==> config.mk <==
export PLATFORM = sky130hd
export DESIGN_NAME = fc_l2_port_arbiter
export DESIGN_NICKNAME = d
export VERILOG_FILES = /design/src/rtl/fc_l2_port_arbiter.sv
export SDC_FILE = /design/constraint.sdc
export NUM_CORES = 1
export LEC_CHECK = 0
export ABC_CLOCK_PERIOD_IN_PS = 5000
export BUFFER_PORTS_ARGS = -buffer_cell sky130_fd_sc_hd__buf_2
export CELL_PAD_IN_SITES_DETAIL_PLACEMENT = 1
export CELL_PAD_IN_SITES_GLOBAL_PLACEMENT = 1
export CORE_AREA = 2 2 112 114
export DETAILED_ROUTE_END_ITERATION = 16
export DIE_AREA = 0 0 114 116
export PLACE_DENSITY = 0.75
export SLEW_MARGIN = 15
export SYNTH_ARGS = -nofsm -noshare
export SYNTH_HDL_FRONTEND = slang
export SYNTH_SLANG_ARGS = --single-unit
==> constraint.sdc <==
create_clock -name clk_i -period 5 [get_ports clk_i]
set_clock_uncertainty 0.05 [all_clocks]
set_input_delay 1.5 -clock clk_i [delete_from_list [all_inputs] [get_ports clk_i]]
set_output_delay 1.5 -clock clk_i [all_outputs]
set_load 0.005 [all_outputs]
==> src/rtl/fc_l2_port_arbiter.sv <==
// fc_l2_port_arbiter: shares one TCDM master port between two requesters.
// Fixed priority (port 0 first), in-order response routing through a small FIFO
// of port IDs. Optional port-1 starvation promotion is enabled by defining the
// macro FC_ARB_STARVE_CNT_EN; the default build keeps strict port-0 priority.
module fc_l2_port_arbiter #(
  parameter int MAX_OUTSTANDING = 2,
  parameter int STARVE_LIMIT    = 8,
  parameter int ADDR_WIDTH      = 32,
  parameter int DATA_WIDTH      = 32
) (
  input  logic                         clk_i,
  input  logic                         rst_i,
  input  logic [1:0]                   s_req_i,
  input  logic [1:0][ADDR_WIDTH-1:0]   s_add_i,
  input  logic [1:0]                   s_wen_i,
  input  logic [1:0][DATA_WIDTH-1:0]   s_wdata_i,
  input  logic [1:0][DATA_WIDTH/8-1:0] s_be_i,
  output logic [1:0]                   s_gnt_o,
  output logic [1:0]                   s_r_valid_o,
  output logic [DATA_WIDTH-1:0]        s_r_rdata_o,
  output logic                         s_r_opc_o,
  output logic                         m_req_o,
  output logic [ADDR_WIDTH-1:0]        m_add_o,
  output logic                         m_wen_o,
  output logic [DATA_WIDTH-1:0]        m_wdata_o,
  output logic [DATA_WIDTH/8-1:0]      m_be_o,
  input  logic                         m_gnt_i,
  input  logic                         m_r_valid_i,
  input  logic [DATA_WIDTH-1:0]        m_r_rdata_i,
  input  logic                         m_r_opc_i,
  output logic [3:0]                   outstanding_o,
  output logic                         spurious_rsp_o
);

  localparam int PTR_W = (MAX_OUTSTANDING > 1) ? $clog2(MAX_OUTSTANDING) : 1;
  localparam logic [PTR_W-1:0] LAST_PTR = PTR_W'(MAX_OUTSTANDING - 1);
  localparam logic [3:0]       FULL_CNT = 4'(MAX_OUTSTANDING);

  logic [PTR_W-1:0]           wr_ptr_q, wr_ptr_d;
  logic [PTR_W-1:0]           rd_ptr_q, rd_ptr_d;
  logic [3:0]                 cnt_q, cnt_d;
  logic [MAX_OUTSTANDING-1:0] fifo_q, fifo_d;
  logic                       full, empty, sel, push, pop;

`ifdef FC_ARB_STARVE_CNT_EN
  localparam int SC_W = $clog2(STARVE_LIMIT + 1);
  localparam logic [SC_W-1:0] LIMIT = SC_W'(STARVE_LIMIT);

  logic [SC_W-1:0] starve_cnt_q, starve_cnt_d;
  logic            promote_q, promote_d;

  // Port select: port 1 wins when promoted and still requesting, else port 0 first.
  always_comb sel = (promote_q & s_req_i[1]) | ~s_req_i[0];

  // Count denied port-1 cycles (saturating); promote once the limit is reached.
  always_comb begin
    starve_cnt_d = starve_cnt_q;
    promote_d    = promote_q;
    if (s_gnt_o[1]) begin
      starve_cnt_d = '0;
      promote_d    = 1'b0;
    end else if (s_req_i[1]) begin
      if (starve_cnt_q != LIMIT) starve_cnt_d = starve_cnt_q + SC_W'(1);
      if (starve_cnt_d == LIMIT) promote_d = 1'b1;
    end else begin
      starve_cnt_d = '0;
    end
  end

  // Starvation state register.
  always_ff @(posedge clk_i) begin
    if (rst_i) begin
      starve_cnt_q <= '0;
      promote_q    <= 1'b0;
    end else begin
      starve_cnt_q <= starve_cnt_d;
      promote_q    <= promote_d;
    end
  end
`else
  // Port select: strict priority, port 1 only when port 0 is idle.
  always_comb sel = ~s_req_i[0];
`endif

  // Request path: forward the selected port, hold off while the routing FIFO is full.
  always_comb begin
    full      = (cnt_q == FULL_CNT);
    m_req_o   = ~rst_i & ~full & (|s_req_i);
    m_add_o   = s_add_i[sel];
    m_wen_o   = s_wen_i[sel];
    m_wdata_o = s_wdata_i[sel];
    m_be_o    = s_be_i[sel];
    push      = m_req_o & m_gnt_i;
    s_gnt_o   = 2'b00;
    if (push) s_gnt_o[sel] = 1'b1;
  end

  // Response path: zero-latency routing to the port at the FIFO head.
  always_comb begin
    empty          = (cnt_q == 4'd0);
    pop            = ~rst_i & m_r_valid_i & ~empty;
    spurious_rsp_o = ~rst_i & m_r_valid_i & empty;
    s_r_rdata_o    = m_r_rdata_i;
    s_r_opc_o      = m_r_opc_i;
    s_r_valid_o    = 2'b00;
    if (pop) s_r_valid_o[fifo_q[rd_ptr_q]] = 1'b1;
  end

  // Routing FIFO next state; pointers wrap at MAX_OUTSTANDING.
  always_comb begin
    fifo_d   = fifo_q;
    wr_ptr_d = wr_ptr_q;
    rd_ptr_d = rd_ptr_q;
    cnt_d    = cnt_q;
    if (push) begin
      fifo_d[wr_ptr_q] = sel;
      wr_ptr_d = (wr_ptr_q == LAST_PTR) ? '0 : wr_ptr_q + PTR_W'(1);
    end
    if (pop) begin
      rd_ptr_d = (rd_ptr_q == LAST_PTR) ? '0 : rd_ptr_q + PTR_W'(1);
    end
    case ({push, pop})
      2'b10:   cnt_d = cnt_q + 4'd1;
      2'b01:   cnt_d = cnt_q - 4'd1;
      default: cnt_d = cnt_q;
    endcase
  end

  // Routing FIFO registers.
  always_ff @(posedge clk_i) begin
    if (rst_i) begin
      fifo_q   <= '0;
      wr_ptr_q <= '0;
      rd_ptr_q <= '0;
      cnt_q    <= '0;
    end else begin
      fifo_q   <= fifo_d;
      wr_ptr_q <= wr_ptr_d;
      rd_ptr_q <= rd_ptr_d;
      cnt_q    <= cnt_d;
    end
  end

  assign outstanding_o = cnt_q;

endmodule

# == Word-level counts from Yosys, hierarchy flattened ==
# Index checks and enable logic that the tools add are counted.
# totals
register_bits,8
output_inout_bits,112
# classes
addsub,4
n_lt_le_gt_ge,7
n_eq_ne,3
muxes,22
n_bitwise,10
n_reduce_logical,6
# op_table
op,count
$mux W32,4
$mux W1,9
$lt A1 B2 Y1 const B,4
$mux W4,2
$pmux W4 S2,1
$and A1 B1 Y1,6
$add A4 B1 Y4 const B,1
$eq A4 B2 Y1 const B,1
$logic_not A4 Y1,1
$mux W2,2
$not A1 Y1,4
$sub A4 B1 Y4 const B,1
$demux W1 S1,3
$ge A1 B1 Y1 const B,3
$logic_and A1 B1 Y1,3
$add A1 B1 Y1 const B,2
$bwmux W2,1
$eq A2 B1 Y1 const B,1
$eq A2 B2 Y1 const B,1
$reduce_bool A2 Y1,1
$reduce_or A2 Y1,1

# == Longest topological paths before layout ==
# logic_depth
word_depth,7
mapped_depth,10
ltp_nobuf,10

# == Worst setup path after synthesis ==
# Ideal clock, no wire load.
# synth_path
path_kind,input -> output
from,input s_req_i[0]
to,output m_add_o[0]
arrival_ps,2236
required_ps,3450
path_slack_ps,1214
stages,3
cell_sequence,buf_2 > buf_2 > mux2_2
# synth_via
elab_chain_cells,2
# synth_rtl
element,line,text
"start, declared",13,"input logic [1:0] s_req_i,"
$mux W32 (not written as such) (2 in a row),89,m_add_o = s_add_i[sel];
"end, declared",23,"output logic [ADDR_WIDTH-1:0] m_add_o,"
# No other way between the ends. The select of a mux whose other input is x is not followed.

# == Worst setup path in the final report ==
# layout_path
from,input s_req_i[0]
to,output m_wdata_o[14]
# layout_via
elab_chain_cells,2
# layout_rtl
element,line,text
$mux W32 (not written as such) (2 in a row),91,m_wdata_o = s_wdata_i[sel];
"end, declared",25,"output logic [DATA_WIDTH-1:0] m_wdata_o,"
# No other way between the ends. The select of a mux whose other input is x is not followed.

==> key figures <==
Setup path
  • Flop2flop setup slack: 2.33 ns
  • Critical path launch point: s_req_i[0]
  • Worst Setup EP: m_wdata_o[14]
  • Max FO, Critical Path: 54
  • Worst EP arrival: about 2.5 ns
  • Cell family with most CP delay: buffers and inverters
  • Worst path most repeated cell: buf_2
  • R2R cell count: 10
  • CP Class: input pin to output port
  • Startpoint Class: input pin
  • Cell count along the critical path: 4
  • R2r startpoint: outstanding_o[1]$_SDFFE_PP0P_
  • Crit-path max cell delay: roughly 0.39 ns
  • RR Endpoint: outstanding_o[2]$_SDFFE_PP0P_
  • Critical Path End Type: output port
  • Crit-path cells: buf_2 > buf_12 > mux2_2 > buf_2
  • CP Buf/Inv Count: 3
  • Worst path slowest cell: mux2_2
  • Required time worst endpoint: 3.45 ns

Logic synthesis
  • Complex-gate fraction of the synthesized area: 4.81%
  • Largest family of logic cells by synthesized area: multiplexers
  • Post-synth top flop: dfxtp_1
  • Syn Inst Count: roughly 170
  • Post-synthesis area per instance: approximately 9.6 µm²
  • Synth Area in Simple Gates: around a tenth
  • Syn. warnings: 0
  • Post-synthesis xor/xnor area fraction: 3.23%
  • Post-synthesis adder-cell area fraction: under 10%
  • Fraction of registers with async set/reset: 0%
  • Synth top area cells: mux2_2 49%, buf_4 16%, dfxtp_1 10%
  • Area fraction of the dominant cell type after synthesis: between 40% and 50%
  • Sequential-to-total area share from yosys stat: approximately 10%
  • Syn nets: 346
  • EDFF count, synth: 0
  • Number of library cell types mapped by synthesis: 30
  • Area leader, netlist: mux2_2
  • Synthesized flop and latch total: 8
  • Mux cell area share after synthesis: approximately 50%
  • Netlist Area Pre-Place: 1590 µm²

Placement
  • GPL Wtd Cong: ~0.80
  • DP Wirelength: 6990 µm
  • PortBufs: 222

Clocking
  • CTS H-tree lvls: 1
  • Cts hold-fix bufs: 0
  • Latest clock arrival within the worst-skew pair: 0.23 ns
  • PostCTS Resize Cnt: 0
  • Post-CTS Repair Setup Buffers: 0
  • CTS root buffer: clkbuf_16
  • CTS Buffer Depth: 2
  • CTS tree: yes
  • Inserted Clock Buffers: 3
  • Sink Count: 8
  • Clock transition at the registers of the reported paths: about 0.040 ns

Timing
  • Max-Slew Margin vs Limit: between 60% and 70%
  • Crit share post-route: just over 80%
  • Setup violators final: 0
  • Setup_tns: 0 ns
  • Final Max Slew Viols: 0
  • Worst-margin pin slew: roughly 0.5 ns
  • Final hold vios: 0
  • Minimum clock period: roughly 4.1 ns
  • RSZ-0062 raised after global routing: false
  • Fmax achieved: approximately 240 MHz

Drt
  • Iteration-0 DRC Markers: 65
  • Residual DRC: 0
  • Via-to-Cell Ratio: approximately 4
  • Avg WL per Cell: ~16 µm
  • Routed Antenna Nets: 0
  • Final wirelength: around 7900 µm
  • Iteration count of the initial detailed-routing pass: 4
  • DR vias: slightly below 2,000

Floorplan
  • Die height: 116 µm
  • IO Pins: roughly 290
  • Die Area: around 13,000 µm²
  • Core Area: about 12,000 µm²
  • Chip width: around 110 µm
  • Site row count: 40
  • Starting Density: 13.3%

Global routing
  • Vias in the first global route: between 2,000 and 2,500
  • Grt ovf: 0
  • Largest net degree at the start of global routing: 55
  • Total GRT Usage: 10.6%
  • First-pass GRT wire length: 11,100 µm
  • Initial antenna violation count: 0

Final layout
  • Area grow syn2layout: 69.7%
  • Area of the multi-input gates: ~1100 µm²
  • Flip-flop and latch area: 160 µm²
  • Layout filler cell count: 1,483
  • Nets@finish: roughly 530
  • Layout cells sized above 1: approximately 86%
  • Antenna Cells: 0

Min path
  • Hold WC Path Type: flop to flop
  • WHS Path Cells: 2

Power
  • PwrDens: 163 nW/µm²
  • Leakage power: around 0.0014 µW
  • Total power: ~440 µW
  • Peak VDD IR: approximately 0.085 mV

Run
  • MaxCap Viol Count: 0

Outcome
  • Status: completed
[cell type report]
type	instances	share of cell area, %
inverters	2	0.279
well taps	147	6.83
repair buffers	224	42.3
clock buffers	3	2.79
multi-input cells	114	41.9
flip-flops and latches	8	5.95
[report_power, final]
group	internal [µW]	total [µW]	switching, µW
Combinational	133	224	91.4
Sequential	69.7	78.5	8.78
Clock	103	137	33.5
[through the flow]
| stage | std cells | hold WS [ns] | util [%] | setup slack [ns] | cell area, µm² |
|---|---|---|---|---|---|
| 6_report | 498 | 0.464 | 22.6 | 0.911 | 2690 |
| 5_1_grt | 498 | 0.487 | 22.6 | 0.854 | 2690 |
| 4_1_cts | 498 | 0.466 | 22.6 | 0.892 | 2690 |
| 3_5_place_dp | 495 | 0.461 | 22.0 | 0.898 | 2620 |
| 3_3_place_gp | 495 | 0.439 | 22.0 | 0.928 | 2620 |
| 2_1_floorplan | 166 | 0.427 | - | 1.21 | 1590 |
[metal layers]
| layer | GRT usage [%] | up-vias | routed length, µm |
|---|---|---|---|
| li1 | - | 930 | - |
| met1 | 12.0 | 908 | 2880 |
| met2 | 20.0 | 129 | 4220 |
| met3 | 3.09 | 5 | 712 |
| met4 | 1.95 | 0 | 53 |
| met5 | 0 | - | 0 |
[worst register-to-register path: stages, from the launching register on]
cell	delay [ns]
dfxtp_1	0.47
nor4b_2	0.49
nor3_2	0.14
inv_1	0.12
ha_1	0.28
xor2_1	0.10
ha_1	0.20
a21oi_1	0.20
xor2_1	0.11
or3_1	0.31
a21oi_1	0.13
[how the worst min path moves through the flow]
stage / startpoint / endpoint / slack (ns)
2_1_floorplan: fifo_q[0]$_SDFFE_PP0P_ / fifo_q[0]$_SDFFE_PP0P_ / 0.43
3_3_place_gp: fifo_q[0]$_SDFFE_PP0P_ / fifo_q[0]$_SDFFE_PP0P_ / 0.44
3_5_place_dp: fifo_q[0]$_SDFFE_PP0P_ / fifo_q[0]$_SDFFE_PP0P_ / 0.46
4_1_cts: fifo_q[0]$_SDFFE_PP0P_ / fifo_q[0]$_SDFFE_PP0P_ / 0.47
5_1_grt: fifo_q[0]$_SDFFE_PP0P_ / fifo_q[0]$_SDFFE_PP0P_ / 0.49
6_report: fifo_q[0]$_SDFFE_PP0P_ / fifo_q[0]$_SDFFE_PP0P_ / 0.46
[cell families (layout without fill, tap and decap cells)]
family,after synthesis,in the layout
muxes,72,72
buffers and inverters,44,229
and+or+nand+nor,23,23
AOI/OAI and AO/OA,11,11
DFF,8,8
xor gates and xnor gates,5,5
adders and majority gates,3,3
[synth_stat cells (2+ instances only)]
library cell,number
a21oi_1,4
buf_2,8
buf_4,33
dfxtp_1,8
ha_1,3
inv_1,2
mux2_2,69
mux2i_1,2
nor2_1,9
nor2b_1,4
o21ai_0,2
or3_1,2
xor2_1,3
[state kept, by name, indices dropped and copies added, names as in the netlist]
signal / flops
rd_ptr_q: 1
fifo_q: 2
outstanding_o: 4
wr_ptr_q: 1
[cell usage in the layout, fill, tap and decap left out, drive strengths merged, types with 2 or more instances in the layout]
| master | Yosys | layout |
|---|---|---|
| or3 | 2 | 2 |
| inv | 2 | 2 |
| o21ai | 2 | 2 |
| nor2 | 9 | 9 |
| mux2 | 70 | 70 |
| mux2i | 2 | 2 |
| clkbuf | 1 | 3 |
| xor2 | 4 | 4 |
| a21oi | 4 | 4 |
| nor2b | 4 | 4 |
| dfxtp | 8 | 8 |
| ha | 3 | 3 |
| buf | 41 | 224 |
Note: power is estimated with default switching activity, not from simulation.
